$ cat src/rtl/instr_fetch_unit.sv
// -----------------------------------------------------------------------------
// instr_fetch_unit
//   Single-outstanding-request instruction fetch stage. Issues word requests to
//   instruction memory, holds the fetched word until downstream accepts it, and
//   handles taken-branch redirects, including redirects that land while a
//   request is still in flight (the stale response is drained and discarded).
//
//   Optional feature macro: INSTR_FETCH_MISALIGN_CHECK_EN
//     defined   : a fetch launched from a non-word-aligned pc parks the unit in
//                 FAULT, presenting a NOP tagged with the bad pc and raising
//                 fetch_misaligned until the next redirect or reset.
//     undefined : pc/req_addr low bits are forced to zero on every load, FAULT
//                 is unreachable and fetch_misaligned stays 0.
//
// Ports
//   clk, reset        : clock, asynchronous active-high reset
//   imem_req/addr     : memory request valid / word address (held until ack)
//   imem_ack/rdata    : memory response strobe / returned word
//   instr/instr_pc    : fetched instruction and its address
//   instr_valid       : instr/instr_pc valid
//   instr_ready       : downstream accepts instr this cycle
//   redirect/_pc      : branch/jump taken and its target
//   fetch_misaligned  : misaligned-target fault flag
// -----------------------------------------------------------------------------
module instr_fetch_unit #(
    parameter logic [31:0] RESET_PC = 32'h0000_0000
) (
    input  logic        clk,
    input  logic        reset,
    output logic        imem_req,
    output logic [31:0] imem_addr,
    input  logic        imem_ack,
    input  logic [31:0] imem_rdata,
    output logic [31:0] instr,
    output logic [31:0] instr_pc,
    output logic        instr_valid,
    input  logic        instr_ready,
    input  logic        redirect,
    input  logic [31:0] redirect_pc,
    output logic        fetch_misaligned
);

    localparam int unsigned XLEN    = 32;
    localparam logic [XLEN-1:0] NOP     = 32'h0000_0013;
    localparam logic [XLEN-1:0] PC_STEP = 32'd4;

`ifdef INSTR_FETCH_MISALIGN_CHECK_EN
    localparam logic [XLEN-1:0] RESET_ADDR = RESET_PC;
`else
    localparam logic [XLEN-1:0] RESET_ADDR = {RESET_PC[XLEN-1:2], 2'b00};
`endif

    typedef enum logic [2:0] {
        S_IDLE,
        S_FETCH,
        S_HOLD,
        S_DROP,
        S_FAULT
    } state_t;

    state_t          state;
    state_t          next_state;

    logic [XLEN-1:0] pc;
    logic [XLEN-1:0] req_addr;
    logic [XLEN-1:0] redirect_tgt;

    // Launch of a new fetch, decided by the next-state logic
    logic            launch;
    logic [XLEN-1:0] launch_addr;
    logic            launch_fault;

    // Next values of the datapath / output registers
    logic [XLEN-1:0] pc_d;
    logic [XLEN-1:0] req_addr_d;
    logic [XLEN-1:0] instr_d;
    logic [XLEN-1:0] instr_pc_d;
    logic            valid_d;
    logic            fault_d;
    logic            req_d;

    // Redirect target as loaded into pc (low bits dropped when not checking)
`ifdef INSTR_FETCH_MISALIGN_CHECK_EN
    assign redirect_tgt = redirect_pc;
`else
    logic unused_redirect_lsbs;
    assign unused_redirect_lsbs = ^redirect_pc[1:0];
    assign redirect_tgt = {redirect_pc[XLEN-1:2], 2'b00};
`endif

    assign imem_addr = req_addr;

    // State register
    always_ff @(posedge clk or posedge reset) begin
        if (reset) begin
            state <= S_IDLE;
        end else begin
            state <= next_state;
        end
    end

    // Next-state logic; redirect outranks every other event
    always_comb begin
        next_state   = state;
        launch       = 1'b0;
        launch_addr  = pc;
        launch_fault = 1'b0;
        case (state)
            S_IDLE: begin
                launch      = 1'b1;
                launch_addr = redirect ? redirect_tgt : pc;
            end
            S_FETCH: begin
                if (redirect) begin
                    if (imem_ack) begin
                        launch      = 1'b1;
                        launch_addr = redirect_tgt;
                    end else begin
                        next_state = S_DROP;
                    end
                end else if (imem_ack) begin
                    next_state = S_HOLD;
                end
            end
            S_HOLD: begin
                if (redirect) begin
                    launch      = 1'b1;
                    launch_addr = redirect_tgt;
                end else if (instr_ready) begin
                    launch      = 1'b1;
                    launch_addr = pc;
                end
            end
            S_DROP: begin
                // Stale response drained; restart from the newest target
                if (imem_ack) begin
                    launch      = 1'b1;
                    launch_addr = redirect ? redirect_tgt : pc;
                end
            end
            S_FAULT: begin
                if (redirect) begin
                    launch      = 1'b1;
                    launch_addr = redirect_tgt;
                end
            end
            default: begin
                next_state = S_IDLE;
            end
        endcase
`ifdef INSTR_FETCH_MISALIGN_CHECK_EN
        launch_fault = launch && (launch_addr[1:0] != 2'b00);
`endif
        if (launch) begin
            next_state = launch_fault ? S_FAULT : S_FETCH;
        end
    end

    // Output / datapath next-value logic
    always_comb begin
        pc_d       = pc;
        req_addr_d = req_addr;
        instr_d    = instr;
        instr_pc_d = instr_pc;
        valid_d    = instr_valid;
        fault_d    = fetch_misaligned;
        req_d      = (next_state == S_FETCH) || (next_state == S_DROP);

        if (redirect) begin
            pc_d    = redirect_tgt;
            valid_d = 1'b0;
        end else if ((state == S_FETCH) && imem_ack) begin
            instr_d    = imem_rdata;
            instr_pc_d = req_addr;
            valid_d    = 1'b1;
            pc_d       = pc + PC_STEP;
        end else if ((state == S_HOLD) && instr_ready) begin
            valid_d = 1'b0;
        end

        if (launch) begin
            pc_d       = launch_addr;
            req_addr_d = launch_addr;
            valid_d    = 1'b0;
            fault_d    = 1'b0;
            if (launch_fault) begin
                valid_d    = 1'b1;
                instr_d    = NOP;
                instr_pc_d = launch_addr;
                fault_d    = 1'b1;
            end
        end
    end

    // Datapath and registered outputs
    always_ff @(posedge clk or posedge reset) begin
        if (reset) begin
            pc               <= RESET_ADDR;
            req_addr         <= RESET_ADDR;
            instr            <= NOP;
            instr_pc         <= '0;
            instr_valid      <= 1'b0;
            fetch_misaligned <= 1'b0;
            imem_req         <= 1'b0;
        end else begin
            pc               <= pc_d;
            req_addr         <= req_addr_d;
            instr            <= instr_d;
            instr_pc         <= instr_pc_d;
            instr_valid      <= valid_d;
            fetch_misaligned <= fault_d;
            imem_req         <= req_d;
        end
    end

endmodule

$ cat config.mk
export PLATFORM = sky130hd
export DESIGN_NAME = instr_fetch_unit
export DESIGN_NICKNAME = d
export VERILOG_FILES = /design/src/rtl/instr_fetch_unit.sv
export SDC_FILE = /design/constraint.sdc
export NUM_CORES = 1
export LEC_CHECK = 0
export ABC_CLOCK_PERIOD_IN_PS = 4700
export CAP_MARGIN = 20
export CORE_MARGIN = 2
export CORE_UTILIZATION = 48
export DETAILED_ROUTE_END_ITERATION = 10
export GPL_ROUTABILITY_DRIVEN = 0
export PLACE_DENSITY = 0.8
export SLEW_MARGIN = 20
export SYNTH_ARGS = -nofsm -noshare
export SYNTH_HDL_FRONTEND = slang
export SYNTH_SLANG_ARGS = --single-unit
$ cat constraint.sdc
create_clock -name clk -period 4.7 [get_ports clk]
set_clock_uncertainty 0.15 [all_clocks]
set_input_delay 0.705 -clock clk [delete_from_list [all_inputs] [get_ports clk]]
set_output_delay 0.705 -clock clk [all_outputs]
set_load 0.03 [all_outputs]
==> results of run 1 <==
cell families after synthesis:
group,count (synthesis)
flops,133
compound gates,111
buf+inv,40
simple gates,211
fa+ha+maj,1
other cells,1
mux,74
xor+xnor,15
report_power, final:
part | internal (mW) | switching [mW] | leakage [nW]
Sequential | 1.50 | 0.249 | 1.56
Clock | 0.831 | 0.463 | 0.289
Combinational | 0.838 | 1.03 | 1.66
Total | 3.17 | 1.74 | 3.51
layer usage:
| layer | global-route usage (%) | up-vias | part of all wire [%] |
|---|---|---|---|
| li1 | - | 2407 | - |
| met1 | 29.08 | 2546 | 43 |
| met2 | 39.51 | 177 | 49 |
| met3 | 5.885 | 30 | 5.8 |
| met4 | 7.530 | 0 | 2.1 |
| met5 | 0 | - | 0 |
path summary, 6_finish.rpt:
kind                                               start  cells past startpoint                  endpoint
worst max-delay path                            imem_ack                      5  instr_pc[19]$_DFFE_PP0P_
worst min-delay path            instr_pc[20]$_DFFE_PP0P_                      1  instr_pc[20]$_DFFE_PP0P_
worst max register to register        state[2]$_DFF_PP0_                      4  instr_pc[19]$_DFFE_PP0P_
worst min register to register  instr_pc[20]$_DFFE_PP0P_                      1  instr_pc[20]$_DFFE_PP0P_
max in group asynchronous                          reset                      3     instr[29]$_DFFE_PP0P_
min in group asynchronous                          reset                      2  instr_pc[10]$_DFFE_PP0P_
registers in the layout, summed over array words and instances, names as in the netlist:
register	flops
instr_pc	32
state	3
imem_addr	32
instr	32
instr_valid	1
imem_req	1
pc	32
layout by cell type (no fill, tap or decap), types with 3 or more instances in the layout:
cell type / netlist / routed
a21o_1: 4 / 4
a21oi_1: 14 / 13
a221o_1: 3 / 3
a221oi_1: 4 / 4
a31oi_1: 33 / 33
and2_1: 3 / 3
and3_1: 10 / 9
buf_4: 1 / 7
clkbuf_16: 0 / 17
clkbuf_8: 0 / 4
clkdlybuf4s50_1: 0 / 163
clkinv_2: 0 / 5
dfrtp_1: 130 / 130
dfstp_2: 3 / 3
inv_1: 5 / 4
mux2_1: 20 / 20
mux2_2: 48 / 48
mux2i_1: 6 / 6
nand2_1: 93 / 93
nand2b_1: 3 / 3
nand3_1: 15 / 15
nand4_1: 5 / 5
nor2_1: 51 / 50
nor2b_1: 7 / 7
nor3_1: 5 / 5
nor4_1: 4 / 4
o21ai_0: 23 / 23
o21ai_1: 8 / 8
o22ai_1: 5 / 5
xnor2_1: 7 / 7
xor2_1: 8 / 8
Yosys cell counts, types with 2 or more instances:
cell type,count,area share [%]
xnor2_1,7,0.99
nor3b_1,2,0.24
dfstp_2,3,1.3
a31oi_1,33,3.3
nor3_1,5,0.41
mux2i_1,6,0.97
a221oi_1,4,0.57
nand4_1,5,0.51
o211ai_1,2,0.24
a32oi_1,2,0.28
inv_1,5,0.30
a211oi_1,2,0.24
o22ai_1,5,0.51
or3_1,2,0.20
mux2_2,48,8.8
a221o_1,3,0.49
a21o_1,4,0.49
o21ai_0,23,1.9
nor4_1,4,0.41
and3_1,10,1.0
nor2b_1,7,0.71
xor2_1,8,1.1
nand3_1,15,1.2
nand2_1,93,5.7
mux2_1,20,3.6
o21ai_1,8,0.65
a22oi_1,2,0.24
clkbuf_1,17,1.0
or4_1,2,0.24
dfrtp_1,130,53
nand2b_1,3,0.30
and2_1,3,0.30
buf_1,3,0.18
nand4_2,2,0.41
nor2_1,51,3.1
a21oi_1,14,1.1
buf_2,13,1.1
a311oi_1,2,0.28
cell type report:
class,count,area (µm²)
timing repair buffer,172,1709
tap,172,215.2
fill,998,4009
multi-input combinational,413,2688
clock buffer,23,488.0
clock inverter,9,100.1
inverter,6,27.53
sequential,133,3332
stage by stage:
stage,hold slack [ns],setup slack [ns],cells,util [%]
floorplan,0.3142,0.2956,586,-
global placement,0.3181,1.428,896,63.42
detailed placement,0.3246,1.292,896,63.42
CTS,0.3366,1.732,928,68.10
global route,0.3481,1.562,928,68.10
finish,0.3313,1.729,928,68.10
critical path: cells and delay by family:
family / cells / cell delay (ns)
muxes: 1 / 0.37
and+or+nand+nor: 2 / 1.03
buffers and inverters: 2 / 0.96
==> out/qor.csv, run 1 <==
stage;metric;value;unit
yosys;register bit total from synthesis;133;
sta;final setup fails;0;
critical_path;Setup CP Type;primary input to flop;
global_route;vias in the first global route;5238;
sta;fmax;336.6;MHz
die;Ports;168;
placement;Post-DP HPWL;10760;µm
clocking;post_cts resized;0;
critical_path;Critical Path Max Stage Delay;0.64;ns
clocking;CTS max path bufs;2;
yosys;count of cell types in the netlist;56;
yosys;Post-Syn Area per Cell;10.53;µm²
detailed_routing;drt total wl;15340;µm
clocking;Post-CTS Hold Buffers;0;
finish;final instance area;8559;µm²
sta;min Tclk post-route;2.971;ns
yosys;post-synthesis compound-gate area fraction;11.39;%
global_route;initial antenna violation count;0;
sta;crit share post-route;63.22;%
finish;Layout Area Growth over Synthesis;38.71;%
yosys;synth warn;0;
clocking;TritonCTS clock tree;yes;
sta;setup TNS;0;ns
critical_path;critical-path cell list;clkdlybuf4s50_1 > nand4bb_1 > nor2_4 > buf_12 > mux2_2;
global_route;largest net degree at the start of global routing;65;
critical_path;Critical Path RT;4.84;ns
detailed_routing;Via density;5.560;
yosys;Syn Nets;656;
power;Power, Total;4.905;mW
sta;Pins Over Slew Limit;0;
clocking;Reg clk slew, reported paths;0.05;ns
power;maximum vdd drop;0.2991;mV
yosys;Main synth FF type;dfrtp_1;
power;Pleak;3.510;nW
clocking;Root Buffer;clkbuf_16;
global_route;first-pass GRT wire length;25980;µm
critical_path;Worst setup SP type;primary input;
critical_path;Crit-path slowest cell;nor2_4;
clocking;number of setup buffers added after CTS;0;
die;die width;117.4;µm
job;MaxCap Viol Count;0;
yosys;asr flop ratio synth;100.0;%
placement;cell area after placement;7971;µm²
clocking;H-Tree Depth;4;
finish;# diodes;0;
global_route;global route overflow;0;
power;PD cells;573.1;nW/µm²
yosys;Post-Synthesis Cells;586;
yosys;Synth Area in Simple Gates;16.08;%
sta;unrepaired setup endpoints after global routing;false;
yosys;synthesized area;6171;µm²
detailed_routing;antenna viol nets, final;0;
detailed_routing;drt pass-1 iters;4;
yosys;Post-Synth XOR/XNOR Area;2.129;%
critical_path;CP arrival;3.11;ns
outcome;status;completed;
critical_path;setup slack, reg-to-reg;1.99;ns
detailed_routing;1st-iter DRT viols;272;
yosys;number of synthesized flops with an enable pin;0;
yosys;adder-cell area share of the yosys netlist;0.2028;%
placement;I/O Buffers;164;
clocking;CTS buffer count;17;
critical_path;crit-path max FO;48;
detailed_routing;Remaining DRCs;0;
sta;worst relative slew slack;40.42;%
finish;layout cell share with drive strength beyond 1;13.62;%
sta;actual slew at the worst max-slew pin;0.8895;ns
clocking;clk sinks;133;
sta;Hold Vio Cnt, Final;0;
detailed_routing;drt wl/cell;16.53;µm
yosys;mux cell area share after synthesis;13.38;%
worst_hold_path;worst min path class;flop to flop;
die;Core ar.;12570;µm²
die;Die ar.;13780;µm²
critical_path;crit path capture type;flop;
die;# rows;41;
die;Die Ht;117.4;µm
finish;nets;813;
clocking;worst skew pair latency;0.42;ns
detailed_routing;Vias;5160;
yosys;sequential share of the synthesized area;53.99;%
global_route;Total GRT Usage;23.22;%
yosys;combinational family with the most area after synthesis;simple AND/OR/NAND/NOR gates;
die;initial core utilization;49.10;%
(Power assumes the default switching activity.)
==> run 2: changes to the inputs <==
Settings changed: ABC_CLOCK_PERIOD_IN_PS 4700 to 2750.
Clock period 4.7 ns to 2.75 ns, I/O delays scaled along.
==> run 2 against run 1 <==
Compared with the run above: wire length is 3.1% higher; hold slack worse by 0.038 ns; core utilization increased by 1.3 points; highest routed layer unchanged; design area is 1.9% higher; critical endpoint is now pc[30]$_DFFE_PP0P_; first-iteration DRC count up 43%; global-route usage grew 0.51 points; largest cell class unchanged; non-clock buffer count rose by 12; die area unchanged.
==> out/qor.csv, run 2 (synthesis gave the netlist of run 1 again) <==
stage;metric;value;unit;change
global_route;initial antenna violation count;0;;unchanged
finish;final instance area;8723;µm²;+1.9%
critical_path;Setup CP Type;flop to flop;;
clocking;clk sinks;133;;unchanged
clocking;H-Tree Depth;4;;unchanged
finish;nets;825;;+1.5%
finish;layout cell share with drive strength beyond 1;14.84;%;+1.2 points
finish;fin util;69.41;%;+1.3 points
critical_path;CP arrival;2.59;ns;-0.52 ns
detailed_routing;drt pass-1 iters;5;;+1
sta;final setup fails;0;;unchanged
placement;Post-DP HPWL;10880;µm;+1.1%
clocking;CTS buffer count;17;;unchanged
finish;Layout Area Growth over Synthesis;41.36;%;
detailed_routing;drt total wl;15810;µm;+3.1%
detailed_routing;Remaining DRCs;0;;unchanged
sta;actual slew at the worst max-slew pin;0.6366;ns;-0.2529 ns
sta;final hold slack;0.2929;ns;-0.03839 ns
clocking;worst skew pair latency;0.42;ns;about the same
die;Die Ht;117.4;µm;unchanged
clocking;number of setup buffers added after CTS;0;;unchanged
global_route;largest net degree at the start of global routing;86;;+32%
detailed_routing;Vias;5228;;+1.3%
detailed_routing;1st-iter DRT viols;388;;+43%
critical_path;Worst setup SP type;flop;;
global_route;vias in the first global route;5306;;+1.3%
placement;I/O Buffers;164;;unchanged
global_route;global route overflow;0;;unchanged
die;# rows;41;;unchanged
placement;placed cell count;908;;+1.3%
clocking;TritonCTS clock tree;yes;;
global_route;Total GRT Usage;23.73;%;+0.51 points
sta;Hold Vio Cnt, Final;0;;unchanged
die;Core ar.;12570;µm²;unchanged
finish;Sequential Area;3332;µm²;unchanged
placement;cell area after placement;8073;µm²;+1.3%
outcome;status;completed;;
clocking;Root Buffer;clkbuf_16;;
sta;final worst slack;0.3360;ns;-1.393 ns
finish;filler cell count;931;;-6.7%
finish;most frequent cells in the layout;clkdlybuf4s50_1, dfrtp_1, nand2_1;;
finish;Multi-input gate area;2688;µm²;unchanged
placement;pre-CTS WS;0.2859;ns;-1.006 ns
finish;# diodes;0;;unchanged
sta;worst relative slew slack;57.11;%;+17 points
die;initial core utilization;49.10;%;unchanged
global_route;first-pass GRT wire length;26360;µm;+1.5%
job;MaxCap Viol Count;0;;unchanged
finish;Cell Count, Final, Fillers Out;940;;+1.3%
detailed_routing;drt wl/cell;16.81;µm;+1.7%
sta;unrepaired setup endpoints after global routing;false;;
die;Die ar.;13780;µm²;unchanged
clocking;Post-CTS Hold Buffers;0;;unchanged
clocking;CTS max path bufs;2;;unchanged
clocking;post_cts resized;0;;unchanged
critical_path;crit-path max FO;7;;-85%
clocking;Reg clk slew, reported paths;0.05;ns;about the same
power;PD cells;994.5;nW/µm²;+74%
critical_path;crit path capture type;flop;;
worst_hold_path;worst min path class;primary input to flop;;
power;Pleak;3.597;nW;+2.5%
sta;fmax;414.2;MHz;
sta;setup TNS;0;ns;unchanged
detailed_routing;Via density;5.562;;about the same
die;die width;117.4;µm;unchanged
power;Power, Total;8.676;mW;+77%
detailed_routing;antenna viol nets, final;0;;unchanged
finish;commonest non-fill, non-tap cell in the layout;clkdlybuf4s50_1;;
sta;Pins Over Slew Limit;0;;unchanged
die;Ports;168;;unchanged
sta;min Tclk post-route;2.414;ns;
critical_path;Critical Path RT;2.92;ns;-1.92 ns
power;maximum vdd drop;0.6119;mV;+100%
sta;crit share post-route;87.78;%;
-- run 2: cell count changes in the layout (fill, tap and decap cells not counted), sizes merged --
cell / change
buf: +12
bufinv: +3
clkinv: -2
inv: -1
-- run 2: per-layer routing --
metal  vias up  wire (µm)  track usage [%]
met3        28        851            5.302
met2       184       8083            40.39
li1       2426          -                -
met5         -          0                0
met4         0        248            9.036
met1      2590       6622            29.60
-- run 2: final timing paths --
kind / slack, ns / cells after the start / startpoint / to
max reg2reg: 0.34 / 6 / pc[2]$_DFFE_PP0P_ / pc[30]$_DFFE_PP0P_
max in group asynchronous: 1.62 / 3 / reset / state[1]$_DFF_PP0_
min in group asynchronous: 0.33 / 3 / reset / instr[8]$_DFFE_PP0P_
min: 0.29 / 4 / redirect / state[1]$_DFF_PP0_
min reg2reg: 0.33 / 1 / instr[28]$_DFFE_PP0P_ / instr[28]$_DFFE_PP0P_
max: 0.34 / 6 / pc[2]$_DFFE_PP0P_ / pc[30]$_DFFE_PP0P_
-- run 2: worst max-delay path: stages, from the launching register on --
cell and delay, ns:
dfrtp_1 0.44, ha_1 0.22, nand3_1 0.27, nor3_4 0.38, nand2_2 0.13, or4_1 0.50, a32oi_1 0.22
-- run 2: report_power, final --
part           internal [mW]  switching [mW]
clock                   1.68           0.793
sequential              2.56           0.422
combinational           1.45            1.77
total                   5.69            2.99
-- run 2: layout make-up --
| class | instances | area share, % |
|---|---|---|
| Sequential cell | 133 | 38.20 |
| Multi-Input combinational cell | 413 | 30.81 |
| Timing Repair Buffer | 184 | 20.77 |
| Clock buffer | 23 | 5.479 |
| Tap cell | 172 | 2.467 |
| Clock inverter | 9 | 1.979 |
| Inverter | 6 | 0.3012 |
==> run 3: changes to the inputs <==
Settings changed: CTS_CLUSTER_DIAMETER set to 60, HOLD_SLACK_MARGIN set to 0.06.
==> results of run 3 <==
Same layout as run 2: the final DEF is identical, and so are final timing and power.
